**src/rtl/bram_snapshot_ctrl.sv**
```systemverilog
// Trigger-driven snapshot capture: arm, wait for trig, skip DELAY valid samples,
// then stream LENGTH valid samples into the fabric write port of a dual-port BRAM.
module bram_snapshot_ctrl #(
  parameter int RAM_DATA_WIDTH = 32,
  parameter int RAM_ADDR_WIDTH = 8,
  parameter int DELAY_WIDTH    = 16
) (
  input  logic                      fabric_clk,
  input  logic                      fabric_rst_n,
  input  logic                      arm,
  input  logic                      trig,
  input  logic [DELAY_WIDTH-1:0]    delay,
  input  logic [RAM_ADDR_WIDTH:0]   length,
  input  logic                      din_valid,
  input  logic [RAM_DATA_WIDTH-1:0] din,
  output logic                      fabric_we,
  output logic [RAM_ADDR_WIDTH-1:0] fabric_addr,
  output logic [RAM_DATA_WIDTH-1:0] fabric_data_in,
  output logic                      busy,
  output logic                      done,
  output logic [RAM_ADDR_WIDTH:0]   count
);

  localparam int LW = RAM_ADDR_WIDTH + 1;
  localparam logic [LW-1:0] DEPTH = {1'b1, {RAM_ADDR_WIDTH{1'b0}}};

  typedef enum logic [2:0] {S_IDLE, S_ARMED, S_DELAY, S_CAPTURE, S_DONE} state_t;

  state_t                    state, state_nxt;
  logic [DELAY_WIDTH-1:0]    dly_cfg, dly_rem;
  logic [LW-1:0]             len_cfg, len_norm;
  logic [RAM_ADDR_WIDTH-1:0] ptr;
  logic                      arm_ok, trig_hit, wr_fire, last_wr;
  logic                      busy_nxt, done_nxt;

  // Out-of-range lengths (0 or beyond the RAM) fall back to a full-depth capture.
  assign len_norm = (length == '0 || length > DEPTH) ? DEPTH : length;
  assign last_wr  = (count + LW'(1)) == len_cfg;

  always_ff @(posedge fabric_clk) begin
    if (!fabric_rst_n) state <= S_IDLE;
    else               state <= state_nxt;
  end

  always_comb begin
    state_nxt = state;
    arm_ok    = 1'b0;
    trig_hit  = 1'b0;
    wr_fire   = 1'b0;
    case (state)
      S_IDLE, S_DONE: begin
        if (arm) begin
          arm_ok    = 1'b1;
          state_nxt = S_ARMED;
        end
      end
      S_ARMED: begin
        if (arm) begin
          arm_ok = 1'b1;
        end else if (trig) begin
          trig_hit = 1'b1;
          if (dly_cfg == '0) begin
            wr_fire   = din_valid;
            state_nxt = (din_valid && last_wr) ? S_DONE : S_CAPTURE;
          end else if (din_valid && dly_cfg == DELAY_WIDTH'(1)) begin
            state_nxt = S_CAPTURE;
          end else begin
            state_nxt = S_DELAY;
          end
        end
      end
      S_DELAY: begin
        if (din_valid && dly_rem == DELAY_WIDTH'(1)) state_nxt = S_CAPTURE;
      end
      S_CAPTURE: begin
        if (din_valid) begin
          wr_fire = 1'b1;
          if (last_wr) state_nxt = S_DONE;
        end
      end
      default: state_nxt = S_IDLE;
    endcase
  end

  always_comb begin
    busy_nxt = (state_nxt == S_ARMED) || (state_nxt == S_DELAY) || (state_nxt == S_CAPTURE);
    done_nxt = (state_nxt == S_DONE);
  end

  always_ff @(posedge fabric_clk) begin
    if (!fabric_rst_n) begin
      fabric_we      <= 1'b0;
      fabric_addr    <= '0;
      fabric_data_in <= '0;
      busy           <= 1'b0;
      done           <= 1'b0;
      count          <= '0;
      ptr            <= '0;
      dly_cfg        <= '0;
      dly_rem        <= '0;
      len_cfg        <= '0;
    end else begin
      fabric_we <= wr_fire;
      busy      <= busy_nxt;
      done      <= done_nxt;
      if (wr_fire) begin
        fabric_addr    <= ptr;
        fabric_data_in <= din;
        ptr            <= ptr + RAM_ADDR_WIDTH'(1);
        count          <= count + LW'(1);
      end
      if (arm_ok) begin
        dly_cfg <= delay;
        len_cfg <= len_norm;
        ptr     <= '0;
        count   <= '0;
      end
      // The trigger-cycle valid sample already counts as the first skipped one.
      if (trig_hit)
        dly_rem <= dly_cfg - DELAY_WIDTH'(din_valid);
      else if (state == S_DELAY && din_valid)
        dly_rem <= dly_rem - DELAY_WIDTH'(1);
    end
  end

endmodule

```
**config.mk**
```make
export PLATFORM = sky130hd
export DESIGN_NAME = bram_snapshot_ctrl
export DESIGN_NICKNAME = d
export VERILOG_FILES = /design/src/rtl/bram_snapshot_ctrl.sv
export SDC_FILE = /design/constraint.sdc
export NUM_CORES = 1
export LEC_CHECK = 0
export BUFFER_PORTS_ARGS = -buffer_cell sky130_fd_sc_hd__buf_2
export CAP_MARGIN = 10
export CORE_ASPECT_RATIO = 1.75
export CORE_MARGIN = 4
export CORE_UTILIZATION = 50
export CTS_BUF_LIST = sky130_fd_sc_hd__clkbuf_4
export CTS_CLUSTER_SIZE = 40
export DETAILED_ROUTE_END_ITERATION = 12
export PLACE_DENSITY = 0.75
export RECOVER_POWER = 50
export SLEW_MARGIN = 15
export SYNTH_ARGS = -nofsm -noshare
export SYNTH_HDL_FRONTEND = slang
export SYNTH_SLANG_ARGS = --single-unit
```
**constraint.sdc**
```tcl
create_clock -name fabric_clk -period 2.8 [get_ports fabric_clk]
set_clock_uncertainty 0.15 [all_clocks]
set_input_delay 0.28 -clock fabric_clk [delete_from_list [all_inputs] [get_ports fabric_clk]]
set_output_delay 0.28 -clock fabric_clk [all_outputs]
set_load 0.005 [all_outputs]
```
==> flow_metrics.tcl, run 1 <==
set metrics [dict create \
    seq_area_frac_synth 0.441 \
    whs_path_depth 4 \
    rrSetupSlack_ns 0.32 \
    synth_top_area_frac 0.441 \
    ys_top_cells_by_count "nand2_1 (137), dfxtp_1 (104), a21oi_1 (74)" \
    clock-sinks 104 \
    clk_path_buf_depth 2 \
    arrival_ns 2.64 \
    ys_warn_count 0 \
    cts_buffers 9 \
    cts_resized 0 \
    p_leak_uw 0.00232 \
    cts_tree "done" \
    n_fill_cell 772 \
    p_int_uw 2050 \
    grt_setup_unrepaired "no" \
    die-area_mm2 0.0111 \
    min_period_ns 2.48 \
    relSlewSlack 0.273 \
    gp_congestion 0.855 \
    outcome "complete, no violations" \
    combPwrFrac 0.204 \
    synth_edf_count 0 \
    rr_endpoint "state[0]" \
    seq_power_share 0.560 \
    routed_wl_um 12700 \
    io_buffer_count 113 \
    ys_ff_latch 104 \
    die_x_um 81.4 \
    final_area_mm2 0.00603 \
    antenna_found_initial 1 \
    wire_per_inst_um 14.5 \
    cp-start-kind "flip-flop" \
    place_ws_ns 0.365 \
    r2r-start "count[0]" \
    drt_iter0_drc 166 \
    clk-insertion-delay-late_ns 0.44 \
    drtAntennaViolNets 0 \
    ir_drop_uv 326 \
    grt_pass1_vias 4643 \
    setup_viol_count_final 0 \
    worst_slew_pin_slew_ns 1.09 \
    grtUsageTotal 0.241 \
    syn-cell-area_mm2 0.00472 \
    hold_end "len_cfg[7]" \
    cp_slowest_cell "or4_1" \
    min_period_over_period 0.886 \
    grt_overflow_total 0 \
    synthDistinctLibCells 42 \
    dieHeight_um 136 \
    critPathMaxStageDelay_ns 0.51 \
    syn_nets 659 \
    fmax_ghz 0.403 \
    swShare 0.297 \
    ios 114 \
    worstHoldPathType "primary input to flip-flop" \
    drt-pass1-iter-count 4 \
    coreArea_mm2 0.00915 \
    min_from "length[7]" \
    crit_fanout 7 \
    htreeDepth 3 \
    netlist_instances 590 \
    dpl_cell_area_mm2 0.00541 \
    drv_slew 0 \
    synth_largest_area_cell "dfxtp_1" \
    cap_violations 0 \
    ys.flop_type "dfxtp_1" \
    layout-drive-gt1-share 0.139 \
    syn_to_final_growth_pct 27.9 \
    async_flop_share 0 \
    crit_type "flip-flop to flip-flop" \
    rows 46 \
    grt_max_degree 45 \
    place_hpwl_um 8930 \
    p_switching_uw 867 \
    cts.clk_slew.worst_paths_ns 0.15 \
    required_ns 2.96 \
    clockRootBuffer "clkbuf_4" \
    grt_pass1_wl_um 21200 \
    setup_ws_ns 0.320 \
    start_util 0.515 \
    vias 4533 \
    yosysMostFrequentCell "nand2_1" \
    clkPwrFrac 0.237 \
    routed_via_density 5.17 \
    endpoint_kind "flip-flop" \
    reg2reg_depth 6 \
    p_per_area_mw_per_mm2 484 \
    path_cells "ha_1, and3_4, or4_1, a211o_1, a2111oi_0, a211oi_1" \
    avgSynthCellArea_um2 7.99 \
    hold_viol 0 \
    synth_area_leaders "dfxtp_1 (44%), nand2_1 (11%), a21oi_1 (7.9%)" \
    route.detailed.drc 0 \
    nets 820 \
    fin_setup_tns_ns 0 \
]
-- routing by layer --
layer	vias to the layer above	wire length [um]	track usage
li1	2319	-	-
met1	2106	4910	0.261
met2	87	7120	0.443
met3	21	446	0.0511
met4	0	265	0.0949
met5	-	0	0
-- through the flow --
| stage | hold slack (ns) | utilization | power (uW) | instances |
|---|---|---|---|---|
| 2_1_floorplan | 0.252 | - | 2020 | 590 |
| 3_3_place_gp | 0.290 | 0.591 | 2180 | 804 |
| 3_5_place_dp | 0.294 | 0.591 | 2200 | 804 |
| 4_1_cts | 0.0287 | 0.665 | 2940 | 876 |
| 5_1_grt | 0.0649 | 0.659 | 3070 | 877 |
| 6_report | 0.0687 | 0.659 | 2920 | 877 |
-- flip-flops by register name, indices dropped and copies added, names as in the netlist --
| register | count |
|---|---|
| dly_cfg | 16 |
| busy | 1 |
| fabric_we | 1 |
| done | 1 |
| count | 9 |
| fabric_data_in | 32 |
| fabric_addr | 8 |
| len_cfg | 9 |
| ptr | 8 |
| state | 3 |
| dly_rem | 16 |
-- worst max-delay path, delay by kind of cell, from the launching register on --
family / cells / cell delay [ns]
flops: 1 / 0.40
compound gates: 3 / 0.81
fa+ha+maj: 1 / 0.28
simple gates: 2 / 0.71
-- final cells by class --
cell class / count / area, um^2 / share of cell area
Sequential cell: 104 / 2080 / 0.345
Clock buffer: 13 / 97.6 / 0.0162
Antenna cell: 1 / 2.50 / 0.000415
Timing Repair Buffer: 180 / 1180 / 0.196
Inverter: 13 / 48.8 / 0.00809
Clock inverter: 3 / 18.8 / 0.00311
Multi-Input combinational cell: 443 / 2450 / 0.406
Tap cell: 120 / 150 / 0.0249
-- cell usage in the layout (no fill, tap or decap), types with 2 or more instances in the layout --
| cell | n |
|---|---|
| nor4bb_1 | 2 |
| and3_1 | 8 |
| inv_1 | 12 |
| buf_4 | 8 |
| ha_1 | 7 |
| a31oi_1 | 3 |
| nand2b_1 | 2 |
| a21oi_1 | 74 |
| nand2_1 | 137 |
| nand4_1 | 10 |
| clkbuf_1 | 40 |
| o31ai_2 | 2 |
| nor2b_1 | 5 |
| nor4_1 | 11 |
| nand3_1 | 13 |
| clkinvlp_4 | 2 |
| and2_1 | 10 |
| nor2_1 | 48 |
| clkbuf_4 | 13 |
| nand3b_1 | 8 |
| a211oi_1 | 13 |
| xnor2_1 | 22 |
| xor2_1 | 27 |
| buf_12 | 2 |
| nor3_1 | 11 |
| o21ai_0 | 6 |
| dlygate4sd3_1 | 56 |
| a2111oi_0 | 2 |
| a211o_1 | 3 |
| buf_2 | 73 |
| or3_1 | 2 |
| or4_1 | 2 |
| o31ai_1 | 3 |
| dfxtp_1 | 104 |
-- power groups by stage --
stage	Clock (uW)	Sequential (uW)	Combinational [uW]
after floorplan	0	1650	372
after global placement	0	1660	519
after detailed placement	0	1670	530
after CTS	712	1630	594
after global routing	765	1640	666
final	690	1630	594
-- how the worst max path moves through the flow --
stage                startpoint        to  slack, ns  cells past startpoint
floorplan              count[0]  state[0]       0.50                      6
global placement       count[0]      busy       0.43                      6
detailed placement     count[0]  state[0]       0.36                      6
CTS                    count[0]  state[0]       0.35                      6
global route        dly_cfg[12]  count[0]       0.18                      8
finish                 count[0]  state[0]       0.32                      6
-- logic make-up after synthesis --
kind of cell,count (synthesis),synth area share
xor gates and xnor gates,49,0.0910
and+or+nand+nor,275,0.271
buffers and inverters,43,0.0387
AOI/OAI and AO/OA,112,0.139
DFF,104,0.441
adders and majority gates,7,0.0186
-- repair_timing --
item / 4_1_cts / 5_1_grt
hold endpoints to repair: 59 / 0
buffers inserted: 0 / 0
hold buffers: 56 / 0
(Power assumes the default switching activity.)
==> inputs of run 2 (changes only) <==
Settings changed: RECOVER_POWER 50 to 100.
==> run 2 against run 1 <==
Effect of this change:
- clock power about the same
- via count up 0.57%
- fmax down 1.7%
- final cell count unchanged
- sequential share of layout area up 0.072 points
- setup slack worse by 0.044 ns
- non-clock buffer count unchanged
- power about the same
==> flow_metrics.tcl, run 2 (synthesis results as in run 1) <==
set metrics [dict create \
    largest_register_ffs 32 \
    grt_setup_unrepaired "no" \
    routed_wl_um 12700 \
    coreArea_mm2 0.00915 \
    min_period_over_period 0.901 \
    hold_end "len_cfg[7]" \
    r2r-start "count[0]" \
    rr_endpoint "state[0]" \
    min_period_ns 2.52 \
    place_ws_ns 0.365 \
    arrival_ns 2.68 \
    rrSetupSlack_ns 0.28 \
    grt_pass1_wl_um 21200 \
    reg2reg_depth 6 \
    die-area_mm2 0.0111 \
    wire_per_inst_um 14.5 \
    required_ns 2.96 \
    rows 46 \
    syn_to_final_growth_pct 27.6 \
    p_per_area_mw_per_mm2 485 \
    grt_max_degree 45 \
    setup_ws_ns 0.276 \
    crit_type "flip-flop to flip-flop" \
    outcome "complete, no violations" \
    ir_drop_uv 326 \
    relSlewSlack 0.250 \
    cts_tree "done" \
    ios 114 \
    route.detailed.drc 0 \
    fin_setup_tns_ns 0 \
    fmax_ghz 0.396 \
    cap_violations 0 \
    postCtsSetupRepairBufs 0 \
    worst_slew_pin_slew_ns 1.13 \
    p_leak_uw 0.00231 \
    drt-pass1-iter-count 7 \
    endpoint_kind "flip-flop" \
    drtAntennaViolNets 0 \
    cts_hold_buf 56 \
    routed_via_density 5.20 \
    io_buffer_count 113 \
    htreeDepth 3 \
    worstHoldPathType "primary input to flip-flop" \
    min_from "length[7]" \
    cts_buffers 9 \
    top_regs "fabric_data_in (32), dly_cfg (16), dly_rem (16)" \
    final_common_cell "nand2_1" \
    start_util 0.515 \
    clock-sinks 104 \
    final_cell_mix "nand2_1 (137), dfxtp_1 (104), a21oi_1 (74)" \
    hold_viol 0 \
    clk_path_buf_depth 2 \
    setup_viol_count_final 0 \
    gp_congestion 0.855 \
    die_x_um 81.4 \
    antenna_found_initial 1 \
    cp-start-kind "flip-flop" \
    cts.clk_slew.worst_paths_ns 0.15 \
    drt_iter0_drc 217 \
    clockRootBuffer "clkbuf_4" \
    cts_resized 0 \
    vias 4559 \
    regMostFlops "fabric_data_in" \
    grt_pass1_vias 4643 \
    nets 820 \
    grtUsageTotal 0.241 \
    clk-insertion-delay-late_ns 0.44 \
    layout-drive-gt1-share 0.135 \
    place_hpwl_um 8930 \
    grt_overflow_total 0 \
    drv_slew 0 \
    crit_fanout 7 \
    whs_path_depth 4 \
    dieHeight_um 136 \
]
## run 2: per-stage QoR
step | cells | utilization | instance area (um^2) | power [uW] | hold slack (ns)
2_1_floorplan | 590 | - | 4720 | 2020 | 0.252
4_1_cts | 876 | 0.665 | 6080 | 2940 | 0.0287
6_report | 877 | 0.658 | 6020 | 2920 | 0.0655
3_5_place_dp | 804 | 0.591 | 5410 | 2200 | 0.294
5_1_grt | 877 | 0.658 | 6020 | 3070 | 0.0649
3_3_place_gp | 804 | 0.591 | 5410 | 2180 | 0.290
## run 2: layout make-up
type | instances | area (um^2)
sequential | 104 | 2080
timing repair buffer | 180 | 1170
antenna | 1 | 2.50
clock buffer | 13 | 97.6
fill | 776 | 3130
inverter | 13 | 48.8
tap | 120 | 150
clock inverter | 3 | 18.8
multi-input combinational | 443 | 2450
## run 2: worst max path at each step
stage / startpoint / endpoint / slack (ns)
after floorplan: count[0] / state[0] / 0.50
after global placement: count[0] / busy / 0.43
after detailed placement: count[0] / state[0] / 0.36
after CTS: count[0] / state[0] / 0.35
after global routing: dly_cfg[12] / count[1] / 0.09
final: count[0] / state[0] / 0.28
## run 2: power by group
group	switching [uW]	internal (uW)	leakage, uW
combinational	325	268	0.00141
sequential	74.5	1560	0.000844
clock	470	221	0.0000617
total	869	2050	0.00231
## run 2: worst max-delay path, cell delays in order (launching register included)
cell	delay (ns)
dfxtp_1	0.40
ha_1	0.28
and3_1	0.23
or4_1	0.52
a211o_1	0.37
a2111oi_0	0.35
a211oi_1	0.09
## run 2: layer usage
metal,global-route usage,vias up,wire (um)
li1,-,2318,-
met1,0.261,2122,4860
met2,0.443,94,7110
met3,0.0511,25,459
met4,0.0949,0,301
met5,0,-,0
